==> src/rtl/and_n_drv_pkg.sv <==
// rtl/and_n_drv_pkg.sv - shared state encoding and limits for the AND-cell pattern driver
package and_n_drv_pkg;

  typedef enum logic [1:0] {
    S_IDLE   = 2'd0,
    S_SETTLE = 2'd1,
    S_SAMPLE = 2'd2,
    S_DONE   = 2'd3
  } drv_state_e;

  // Two synchronizer stages plus at least one cycle of cell delay.
  localparam int unsigned MIN_SETTLE = 3;

endpackage

==> src/rtl/sync_2ff.sv <==
// rtl/sync_2ff.sv - 1-bit two-stage synchronizer, synchronous active-high reset to 0
module sync_2ff (
  input  logic CLK,
  input  logic RST,
  input  logic d,
  output logic q
);

  logic meta;

  always_ff @(posedge CLK) begin
    if (RST) begin
      meta <= 1'b0;
      q    <= 1'b0;
    end else begin
      meta <= d;
      q    <= meta;
    end
  end

endmodule

==> src/rtl/and_n_pattern_driver.sv <==
// rtl/and_n_pattern_driver.sv - walks all A patterns of an N-input AND cell and checks Z
module and_n_pattern_driver
  import and_n_drv_pkg::*;
#(
  parameter int INPUT_SIZE    = 2,
  parameter int SETTLE_CYCLES = 8,
  parameter int CNT_W         = 16
) (
  input  logic                  CLK,
  input  logic                  RST,
  input  logic                  START,
  output logic [INPUT_SIZE-1:0] A,
  input  logic                  Z,
  output logic                  BUSY,
  output logic                  DONE,
  output logic                  PASS,
  output logic [CNT_W-1:0]      ERR_CNT,
  output logic [INPUT_SIZE-1:0] FAIL_VEC,
  output logic                  FAIL_VALID
);

  // Shorter holds cannot see the cell output through the synchronizer, so clamp.
  localparam int HOLD = (SETTLE_CYCLES < int'(MIN_SETTLE)) ? int'(MIN_SETTLE) : SETTLE_CYCLES;
  localparam int SW   = $clog2(HOLD);
  localparam logic [SW-1:0] SETTLE_LOAD = SW'(HOLD - 1);

  drv_state_e    state_q, state_d;
  logic [SW-1:0] settle_cnt;
  logic          z_s;
  logic          expected;
  logic          mismatch;
  logic          err_sat;

  sync_2ff u_sync_z (
    .CLK (CLK),
    .RST (RST),
    .d   (Z),
    .q   (z_s)
  );

  // A doubles as the pattern register; the run stops at all ones so it never wraps.
  assign expected = &A;
  assign mismatch = (z_s != expected);
  assign err_sat  = &ERR_CNT;

  always_comb begin
    state_d = state_q;
    case (state_q)
      S_IDLE, S_DONE: if (START) state_d = S_SETTLE;
      S_SETTLE:       if (settle_cnt == '0) state_d = S_SAMPLE;
      S_SAMPLE:       state_d = expected ? S_DONE : S_SETTLE;
      default:        state_d = S_IDLE;
    endcase
  end

  always_ff @(posedge CLK) begin
    if (RST) state_q <= S_IDLE;
    else     state_q <= state_d;
  end

  always_ff @(posedge CLK) begin
    if (RST) begin
      A          <= '0;
      settle_cnt <= '0;
      BUSY       <= 1'b0;
      DONE       <= 1'b0;
      PASS       <= 1'b0;
      ERR_CNT    <= '0;
      FAIL_VEC   <= '0;
      FAIL_VALID <= 1'b0;
    end else begin
      case (state_q)
        S_IDLE, S_DONE: begin
          if (START) begin
            A          <= '0;
            settle_cnt <= SETTLE_LOAD;
            ERR_CNT    <= '0;
            FAIL_VEC   <= '0;
            FAIL_VALID <= 1'b0;
            DONE       <= 1'b0;
            PASS       <= 1'b0;
            BUSY       <= 1'b1;
          end
        end
        S_SETTLE: begin
          if (settle_cnt != '0) settle_cnt <= settle_cnt - 1'b1;
        end
        S_SAMPLE: begin
          if (mismatch) begin
            if (!err_sat) ERR_CNT <= ERR_CNT + 1'b1;
            if (!FAIL_VALID) begin
              FAIL_VEC   <= A;
              FAIL_VALID <= 1'b1;
            end
          end
          if (expected) begin
            BUSY <= 1'b0;
            DONE <= 1'b1;
            PASS <= (ERR_CNT == '0) && !mismatch;
          end else begin
            A          <= A + 1'b1;
            settle_cnt <= SETTLE_LOAD;
          end
        end
        default: ;
      endcase
    end
  end

endmodule

==> config.mk <==
export PLATFORM = sky130hd
export DESIGN_NAME = and_n_pattern_driver
export DESIGN_NICKNAME = d
export VERILOG_FILES = /design/src/rtl/and_n_drv_pkg.sv /design/src/rtl/sync_2ff.sv /design/src/rtl/and_n_pattern_driver.sv
export SDC_FILE = /design/constraint.sdc
export NUM_CORES = 1
export LEC_CHECK = 0
export ABC_AREA = 1
export CORE_AREA = 2 2 60 62
export CTS_CLUSTER_SIZE = 14
export DETAILED_ROUTE_END_ITERATION = 6
export DIE_AREA = 0 0 62 64
export GPL_ROUTABILITY_DRIVEN = 1
export PLACE_DENSITY = 0.83
export SYNTH_ARGS = -nofsm -noshare
export SYNTH_HDL_FRONTEND = slang
export SYNTH_SLANG_ARGS = --single-unit
==> constraint.sdc <==
create_clock -name CLK -period 2.5 [get_ports CLK]
set_input_delay 0.625 -clock CLK [delete_from_list [all_inputs] [get_ports CLK]]
set_output_delay 0.625 -clock CLK [all_outputs]
set_load 0.01 [all_outputs]
==> metrics.yaml, run 1 <==
floorplanning:
  rows: 21
  die_area_sq_mm: 0.00397
  start_util_pct: 56.6
  die_y_microns: 64
  ios: 28
  core-area_sq_mm: 0.00328
  die_x_microns: 62
logic_synthesis:
  synth_compound_area_share_pct: 14.2
  yosys_most_used_dff: "dfxtp_1"
  ys_async_sr_fraction_pct: 0
  synthSimpleGateAreaFrac_pct: 36.7
  synth_edf_count: 0
  avgSynthCellArea_sq_um: 6.87
  synth_area_leaders: "dfxtp_1 33%, nand2_1 13%, inv_1 6.1%, nor2_1 6.1%, ha_1 5.4%"
  synth_top_cell_area_share_pct: 33.4
  yosys_warnings: 0
  yosys.area_share.adder_pct: 5.38
  synth_cells: 271
  yosys_register_bits: 31
  syn_area_sq_mm: 0.00186
  seq_area_frac_synth_pct: 33.4
  ys_types: 32
  synth_mux_area_share_pct: 0
  synth_largest_area_cell: "dfxtp_1"
  synthXorXnorAreaFrac_pct: 0.941
  synth.net_count: 283
  synth_top_family_by_area: "simple AND/OR/NAND/NOR gates"
timing:
  final_max_slew_viol_count: 0
  fin_crit_sh_pct: 82.9
  maxSlewHeadroom_pct: 70.7
  rsz0062_at_grt: "false"
  setup_tns_ps: 0
  worstMarginPinSlew_ps: 439
  max_freq_mhz: 483
  fin_skew_ps: 11.2
  post-route-min-period_ps: 2070
  setup_viol: 0
  hold_violations: 0
critical_path:
  cp_max_fo: 8
  endpoint: "ERR_CNT[2]"
  required_ps: 1880
  max_stage_delay_ps: 600
  startpoint_type: "register"
  worst_path_max_delay_cell: "clkdlybuf4s50_1"
  r2r_end: "ERR_CNT[8]$_SDFFE_PP0P_"
  path_class: "register to output pin"
  reg2reg_depth: 10
  crit_cells: 1
  end_kind: "output pin"
  critPathBufInv: 1
  timing.rr.start: "state_q[0]$_SDFFE_PP0P_"
  rrSetupSlack_ps: 480
  critical_path.top_delay_family: "buffers and inverters"
  arrival_ps: 1450
  cp_cell_sequence: "clkdlybuf4s50_1"
  crit_start: "ERR_CNT[2]$_SDFFE_PP0P_"
cts:
  cts_sinks: 31
  clk_latency_ps: 340
  cts_resized: 0
  ctsHtreeMaxLevel: 2
  cts_root_buf: "clkbuf_4"
  holdBufCountCts: 0
  path_clk_slew_ps: 100
  clock_tree.buffer_depth: 2
  numCtsBuffers: 5
  post-cts-setup-buffers: 0
  cts_tree: "done"
grt:
  gr-usage-met3_pct: 3.85
  met1_usage_pct: 33.5
  grt_max_degree: 18
  grt-ovfl-total: 0
  antenna_found_initial: 0
  grt_pass1_vias: 1713
  grt_first_pass_wirelength_microns: 7480
  grt_busiest_layer: "met2"
  grt_use_total_pct: 24.8
  gr-usage-met2_pct: 37.6
layout:
  fillers: 304
  final_cell_mix: "64 x nand2_1, 31 x dfxtp_1, 30 x inv_1, 30 x nor2_1, 27 x clkdlybuf4s50_1"
  fin_nets: 315
  n_antenna_cell: 0
  layout_commonest_cell: "nand2_1"
  syn2layout_area_growth_pct: 19.7
  fin_cells: 349
  drive_gt1_share_pct: 13.9
worst_hold_path:
  hold_path.class: "register to register"
  holdPathStages: 2
place:
  io_buffers: 27
  globalplace.congestion: 0.852
  dp_hpwl_microns: 3160
  dp_cells: 342
pwr:
  seqPwrFrac_pct: 43.7
  power_leakage_nw: 0.848
  p_clk_share_pct: 24.5
  switching_share_pct: 37.2
  ir_worst_vdd_mv: 0.375
  combPwrFrac_pct: 31.8
  p_int_mw: 0.780
  p_sw_mw: 0.461
  p_per_area_mw_per_mm2: 557
drt:
  drc: 0
  wire_per_inst_microns: 12.5
  drtAntennaViolNets: 0
  vias: 1854
  finalWirelength_microns: 4370
  drt-initial-drc-count: 97
  dr.pass1.iters: 4
  viasPerCell: 5.31
outcome:
  status: "finished clean"
flow_run:
  maxCapViolations: 0
==> cells in the mapped netlist (2+ instances only) <==
library cell and count:
nand4_1 7, a21oi_1 19, nand2_1 64, ha_1 8
dfxtp_1 31, inv_1 30, nor2_2 5, nor2_1 30
nor2_4 3, nand2_2 7, nand3_1 16, inv_2 4
a21oi_2 9, o211ai_1 2, o21ai_0 7, nand3b_1 3
xor2_1 2, a31oi_1 2, clkbuf_1 2, nor3_1 8
==> power by group through the flow <==
stage          registers, mW  logic [mW]  clock network (mW)
2_1_floorplan          0.553       0.331                   0
5_1_grt                0.546       0.444               0.330
3_5_place_dp           0.553       0.387                   0
6_report               0.542       0.394               0.305
4_1_cts                0.542       0.391               0.308
3_3_place_gp           0.552       0.375                   0
==> how the worst min path moves through the flow <==
stage                                 end                      from
finish              u_sync_z.q$_SDFF_PP0_  u_sync_z.meta$_SDFF_PP0_
global route        u_sync_z.q$_SDFF_PP0_  u_sync_z.meta$_SDFF_PP0_
CTS                 u_sync_z.q$_SDFF_PP0_  u_sync_z.meta$_SDFF_PP0_
detailed placement  u_sync_z.q$_SDFF_PP0_  u_sync_z.meta$_SDFF_PP0_
global placement    u_sync_z.q$_SDFF_PP0_  u_sync_z.meta$_SDFF_PP0_
floorplan           u_sync_z.q$_SDFF_PP0_  u_sync_z.meta$_SDFF_PP0_
==> final cells by class <==
cell class                 instances  area [sq um]  share of cell area, %
multi-input combinational        200          1060                   47.8
sequential                        31           621                   27.9
timing repair buffer              31           300                   13.5
inverter                          34           128                   5.73
tap                               46          57.6                   2.58
clock buffer                       6          51.3                   2.30
clock inverter                     1          5.00                  0.225
==> layer usage <==
metal	share of wire [%]	up-vias
li1	-	951
met1	48	837
met2	44	56
met3	4.9	10
met4	2.4	0
met5	0	-
==> flip-flops by register name, summed over array words and instances (netlist names) <==
signal and cells:
ERR_CNT 16, settle_cnt 3, A 2, FAIL_VEC 2, state_q 2, BUSY 1, DONE 1, FAIL_VALID 1
PASS 1, u_sync_z.meta 1, u_sync_z.q 1
==> cells by family (layout without fill, tap and decap cells) <==
family / count (synthesis) / in the layout
compound gates: 43 / 43
xor+xnor: 2 / 2
fa+ha+maj: 8 / 8
buf+inv: 40 / 72
flops: 31 / 31
simple gates: 147 / 147
==> stage by stage <==
| stage | setup slack (ps) | utilization [%] | hold slack (ps) | power (mW) | area (sq um) |
|---|---|---|---|---|---|
| detailed placement | 227 | 66.1 | 412 | 0.941 | 2170 |
| finish | 429 | 67.8 | 412 | 1.24 | 2230 |
| CTS | 427 | 67.8 | 425 | 1.24 | 2230 |
| global route | 275 | 67.8 | 457 | 1.32 | 2230 |
| floorplan | 838 | - | 388 | 0.885 | 1860 |
| global placement | 326 | 66.1 | 407 | 0.927 | 2170 |
(Power assumes the default switching activity.)
==> run 2: changes to the inputs <==
--- a/config.mk
+++ b/config.mk
@@ -6,12 +6,12 @@
 export NUM_CORES = 1
 export LEC_CHECK = 0
 export ABC_AREA = 1
-export CORE_AREA = 2 2 60 62
+export CORE_AREA = 2 2 62 64
 export CTS_CLUSTER_SIZE = 14
 export DETAILED_ROUTE_END_ITERATION = 6
-export DIE_AREA = 0 0 62 64
+export DIE_AREA = 0 0 64 66
 export GPL_ROUTABILITY_DRIVEN = 1
-export PLACE_DENSITY = 0.83
+export PLACE_DENSITY = 0.78
 export SYNTH_ARGS = -nofsm -noshare
 export SYNTH_HDL_FRONTEND = slang
 export SYNTH_SLANG_ARGS = --single-unit
==> constraint.sdc (replaced) <==
create_clock -name CLK -period 1.99 [get_ports CLK]
set_input_delay 0.4975 -clock CLK [delete_from_list [all_inputs] [get_ports CLK]]
set_output_delay 0.4975 -clock CLK [all_outputs]
set_load 0.01 [all_outputs]
==> metrics.yaml, run 2 (synthesis results as in run 1) <==
critical_path:
  cp_max_fo: 8  # unchanged
  max_stage_delay_ps: 600  # about the same
  timing.rr.start: "state_q[0]$_SDFFE_PP0P_"
  rrSetupSlack_ps: 190  # -290 ps
  critPathBufInv: 1  # unchanged
  cp_cell_sequence: "clkdlybuf4s50_1"
  path_class: "register to output pin"
  end_kind: "output pin"
  required_ps: 1490  # -390 ps
  worst_path_max_delay_cell: "clkdlybuf4s50_1"
  r2r_end: "ERR_CNT[1]$_SDFFE_PP0P_"
  critical_path.top_delay_family: "buffers and inverters"
  arrival_ps: 1430  # -20 ps
  startpoint_type: "register"
  reg2reg_depth: 9  # -1
timing:
  rsz0062_at_grt: "false"
  max_freq_mhz: 519
  fin_skew_ps: 4.11  # -7.11 ps
  setup_tns_ps: 0  # unchanged
  fin_crit_sh_pct: 96.8
  worstMarginPinSlew_ps: 364  # -75.0 ps
  post-route-min-period_ps: 1930
  setup_viol: 0  # unchanged
  setup_slack_ps: 63.7  # -365 ps
  maxSlewHeadroom_pct: 75.6  # +5.0 points
  hold_violations: 0  # unchanged
  final_max_slew_viol_count: 0  # unchanged
drt:
  wire_per_inst_microns: 12.2  # -2.7%
  dr.pass1.iters: 4  # unchanged
  viasPerCell: 5.27  # -0.84%
  drtAntennaViolNets: 0  # unchanged
  vias: 1870  # +0.86%
  drt-initial-drc-count: 124  # +28%
  finalWirelength_microns: 4330  # -1.0%
  drc: 0  # unchanged
grt:
  grt-ovfl-total: 0  # unchanged
  grt_pass1_vias: 1697  # -0.93%
  grt_max_degree: 14  # -4
  antenna_found_initial: 0  # unchanged
  grt_use_total_pct: 22.5  # -2.3 points
  grt_first_pass_wirelength_microns: 7380  # -1.4%
outcome:
  status: "finished clean"
layout:
  largest_reg_flops: 16  # unchanged
  syn2layout_area_growth_pct: 21.5
  top_register: "ERR_CNT"
  n_antenna_cell: 0  # unchanged
  drive_gt1_share_pct: 15.0  # +1.1 points
  layout_commonest_cell: "nand2_1"
  top_regs: "ERR_CNT x16, settle_cnt x3"
  final_cell_mix: "64 x nand2_1, 31 x dfxtp_1, 30 x inv_1, 30 x nor2_1, 27 x clkdlybuf4s50_1"
  fin_nets: 319  # +1.3%
  fin_cells: 355  # +1.7%
pwr:
  power_mw: 1.59  # +28%
  combPwrFrac_pct: 33.0  # +1.2 points
  seqPwrFrac_pct: 42.8  # -0.9 points
  power_leakage_nw: 0.868  # +2.3%
  switching_share_pct: 36.0  # -1.1 points
  p_clk_share_pct: 24.2  # -0.3 points
  p_int_mw: 1.02  # +31%
  ir_worst_vdd_mv: 0.473  # +26%
  p_per_area_mw_per_mm2: 704  # +26%
  p_sw_mw: 0.573  # +24%
place:
  dp_hpwl_microns: 3220  # +1.7%
  dp_slack_ps: 85.8  # -141 ps
  dp_cells: 348  # +1.8%
  globalplace.congestion: 0.888  # +4.2%
  io_buffers: 27  # unchanged
cts:
  clock_tree.buffer_depth: 2  # unchanged
  post-cts-setup-buffers: 0  # unchanged
  ctsHtreeMaxLevel: 2  # unchanged
  holdBufCountCts: 0  # unchanged
  cts_resized: 0  # unchanged
  cts_root_buf: "clkbuf_4"
  path_clk_slew_ps: 100  # about the same
  clk_latency_ps: 340  # about the same
  cts_sinks: 31  # unchanged
  cts_tree: "done"
  numCtsBuffers: 5  # unchanged
floorplanning:
  start_util_pct: 52.4  # -4.3 points
  core-area_sq_mm: 0.00355  # +8.1%
  die_area_sq_mm: 0.00422  # +6.5%
  die_x_microns: 64  # +3.2%
  rows: 22  # +4.8%
  ios: 28  # unchanged
  die_y_microns: 66  # +3.1%
worst_hold_path:
  holdPathEnd: "u_sync_z.q$_SDFF_PP0_"
  hold_path.class: "register to register"
  hp-start: "u_sync_z.meta$_SDFF_PP0_"
  holdPathStages: 2  # unchanged
flow_run:
  maxCapViolations: 0  # unchanged
run 2: how the worst max path moves through the flow:
| stage | startpoint | endpoint | slack [ps] | cells after the start |
|---|---|---|---|---|
| 6_report | ERR_CNT[2]$_SDFFE_PP0P_ | ERR_CNT[2] | 60 | 1 |
| 5_1_grt | ERR_CNT[2]$_SDFFE_PP0P_ | ERR_CNT[2] | 10 | 1 |
| 4_1_cts | ERR_CNT[2]$_SDFFE_PP0P_ | ERR_CNT[2] | 60 | 1 |
| 3_5_place_dp | START | ERR_CNT[3]$_SDFFE_PP0P_ | 90 | 8 |
| 3_3_place_gp | START | ERR_CNT[0]$_SDFFE_PP0P_ | 140 | 8 |
| 2_1_floorplan | state_q[0]$_SDFFE_PP0P_ | ERR_CNT[12]$_SDFFE_PP0P_ | 330 | 10 |
run 2: stage by stage:
stage	utilization (%)	hold WS, ps	instance area (sq um)
finish	63.6	417	2260
global placement	62.1	404	2200
floorplan	-	388	1860
CTS	63.6	419	2260
global route	63.6	435	2260
detailed placement	62.1	412	2200
run 2: power groups by stage:
stage / clock network (mW) / registers, mW / logic [mW]
finish: 0.385 / 0.681 / 0.525
global route: 0.429 / 0.686 / 0.591
CTS: 0.396 / 0.681 / 0.526
detailed placement: 0 / 0.695 / 0.525
global placement: 0 / 0.695 / 0.512
floorplan: 0 / 0.695 / 0.416
run 2: cell type report:
class / count / area (sq um)
Timing Repair Buffer: 35 / 330
Multi-Input combinational cell: 200 / 1060
Sequential cell: 31 / 621
Clock inverter: 1 / 5.00
Tap cell: 48 / 60.1
Inverter: 34 / 128
Fill cell: 325 / 1290
Clock buffer: 6 / 51.3
run 2: per-layer routing:
metal / routed length (microns) / track usage [%] / vias to the layer above
met2: 2170 / 39.3 / 38
met3: 207 / 5.28 / 7
met1: 1860 / 26.2 / 875
met4: 87 / 9.78 / 0
met5: 0 / 0 / -
li1: - / - / 950
run 2: worst min-delay path, cell delays in order, from the launching register on:
cell and delay [ps]:
dfxtp_1 310, inv_1 50, nor2_1 30
==> run 3: changes to the inputs <==
--- a/config.mk
+++ b/config.mk
@@ -6,12 +6,12 @@
 export NUM_CORES = 1
 export LEC_CHECK = 0
 export ABC_AREA = 1
-export CORE_AREA = 2 2 62 64
+export CORE_AREA = 2 2 90 92
 export CTS_CLUSTER_SIZE = 14
 export DETAILED_ROUTE_END_ITERATION = 6
-export DIE_AREA = 0 0 64 66
+export DIE_AREA = 0 0 92 94
 export GPL_ROUTABILITY_DRIVEN = 1
-export PLACE_DENSITY = 0.78
+export PLACE_DENSITY = 0.42
 export SYNTH_ARGS = -nofsm -noshare
 export SYNTH_HDL_FRONTEND = slang
 export SYNTH_SLANG_ARGS = --single-unit
==> metrics.yaml, run 3 (synthesis results as in run 1) <==
critical_path:
  path_class: "register to output pin"
  crit_start: "ERR_CNT[2]$_SDFFE_PP0P_"
  cp_max_fo: 8  # unchanged
  endpoint: "ERR_CNT[2]"
  reg2reg_depth: 9  # unchanged
  cp_cell_sequence: "clkdlybuf4s50_1"
  crit_cells: 1  # unchanged
  max_stage_delay_ps: 600  # about the same
  critPathBufInv: 1  # unchanged
  worst_path_max_delay_cell: "clkdlybuf4s50_1"
  end_kind: "output pin"
  critical_path.top_delay_family: "buffers and inverters"
  rrSetupSlack_ps: 290  # +100 ps
  timing.rr.start: "state_q[0]$_SDFFE_PP0P_"
  r2r_end: "ERR_CNT[3]$_SDFFE_PP0P_"
  required_ps: 1490  # about the same
  startpoint_type: "register"
  arrival_ps: 1400  # -30 ps
layout:
  final_cell_mix: "64 x nand2_1, 31 x dfxtp_1, 30 x inv_1, 30 x nor2_1, 27 x clkdlybuf4s50_1"
  top_register: "ERR_CNT"
  top_regs: "ERR_CNT x16, settle_cnt x3"
  n_antenna_cell: 0  # unchanged
  fin_cells: 411  # +16%
  utilization_pct: 31.7  # -32 points
  fin_nets: 320  # +0.31%
  layout_commonest_cell: "nand2_1"
  largest_reg_flops: 16  # unchanged
  syn2layout_area_growth_pct: 29.6
  drive_gt1_share_pct: 15.9  # +0.87 points
drt:
  drtAntennaViolNets: 0  # unchanged
  dr.pass1.iters: 4  # unchanged
  vias: 1781  # -4.8%
  drc: 0  # unchanged
  drt-initial-drc-count: 81  # -35%
  finalWirelength_microns: 5070  # +17%
  wire_per_inst_microns: 12.3  # +1.1%
  viasPerCell: 4.33  # -18%
floorplanning:
  ios: 28  # unchanged
  die_x_microns: 92  # +44%
  rows: 32  # +45%
  die_y_microns: 94  # +42%
  core-area_sq_mm: 0.00761  # +110%
  start_util_pct: 24.5  # -28 points
  die_area_sq_mm: 0.00865  # +100%
grt:
  grt_max_degree: 18  # +4
  grt_use_total_pct: 12.4  # -10 points
  antenna_found_initial: 0  # unchanged
  grt_first_pass_wirelength_microns: 8540  # +16%
  grt_pass1_vias: 1774  # +4.5%
  grt-ovfl-total: 0  # unchanged
place:
  io_buffers: 27  # unchanged
  dp_hpwl_microns: 3780  # +18%
  dp_cells: 403  # +16%
  globalplace.congestion: 0.775  # -13%
cts:
  cts_root_buf: "clkbuf_8"
  ctsHtreeMaxLevel: 2  # unchanged
  cts_resized: 0  # unchanged
  numCtsBuffers: 5  # unchanged
  path_clk_slew_ps: 70  # -30 ps
  holdBufCountCts: 0  # unchanged
  cts_sinks: 31  # unchanged
  clk_latency_ps: 290  # -50 ps
  cts_tree: "done"
  clock_tree.buffer_depth: 2  # unchanged
  post-cts-setup-buffers: 0  # unchanged
pwr:
  power_mw: 1.90  # +19%
  power_leakage_nw: 0.903  # +4.1%
  ir_worst_vdd_mv: 0.341  # -28%
  p_per_area_mw_per_mm2: 788  # +12%
worst_hold_path:
  hold_path.class: "register to register"
  hp-start: "u_sync_z.meta$_SDFF_PP0_"
timing:
  setup_viol: 0  # unchanged
  fin_skew_ps: 8.64  # +4.54 ps
  hold_violations: 0  # unchanged
  final_max_slew_viol_count: 0  # unchanged
  post-route-min-period_ps: 1900  # -25.2 ps
  max_freq_mhz: 526  # +1.3%
  setup_tns_ps: 0  # unchanged
  maxSlewHeadroom_pct: 75.3  # -0.38 points
  fin_crit_sh_pct: 95.5  # -1.3 points
  worstMarginPinSlew_ps: 370  # +6.24 ps
  rsz0062_at_grt: "false"
outcome:
  status: "finished clean"
flow_run:
  maxCapViolations: 0  # unchanged
==> run 3: cell count changes in the layout (fill, tap and decap cells not counted) <==
cell and delta:
buf_12 +1, clkbuf_8 +5, bufinv_16 +1, ha_2 +1, clkbuf_4 -5, ha_1 -1
==> run 3: layout make-up <==
type	instances	area, sq um
clock buffers	6	82.6
multi-input cells	200	1070
inverters	34	128
repair buffers	36	350
well taps	102	128
clock inverters	2	35.0
fillers	863	5200
flip-flops and latches	31	621
==> run 3: how the worst min path moves through the flow <==
stage | to | slack [ps] | cells past startpoint
2_1_floorplan | u_sync_z.q$_SDFF_PP0_ | 390 | 2
3_3_place_gp | u_sync_z.q$_SDFF_PP0_ | 390 | 2
3_5_place_dp | u_sync_z.q$_SDFF_PP0_ | 390 | 2
4_1_cts | u_sync_z.q$_SDFF_PP0_ | 410 | 2
5_1_grt | u_sync_z.q$_SDFF_PP0_ | 430 | 2
6_report | u_sync_z.q$_SDFF_PP0_ | 400 | 2
==> run 3: metrics by stage <==
stage,hold slack (ps),cell area (sq um),setup slack (ps)
after floorplan,388,1860,328
after global placement,394,2290,107
after detailed placement,395,2290,76.4
after CTS,406,2410,70.0
after global routing,427,2410,25.4
final,403,2410,88.9
==> run 3: where the power goes <==
group          total [mW]  internal (mW)  switching (mW)
combinational       0.556          0.215           0.341
sequential          0.681          0.658          0.0230
clock               0.662          0.405           0.257
total                1.90           1.28           0.621
==> run 3: per-layer routing <==
layer,global-route usage [%],vias to the layer above,wire [microns]
met1,16.1,796,2530
li1,-,952,-
met2,20.0,24,2260
met5,0,-,0
met3,3.29,9,192
met4,4.35,0,87
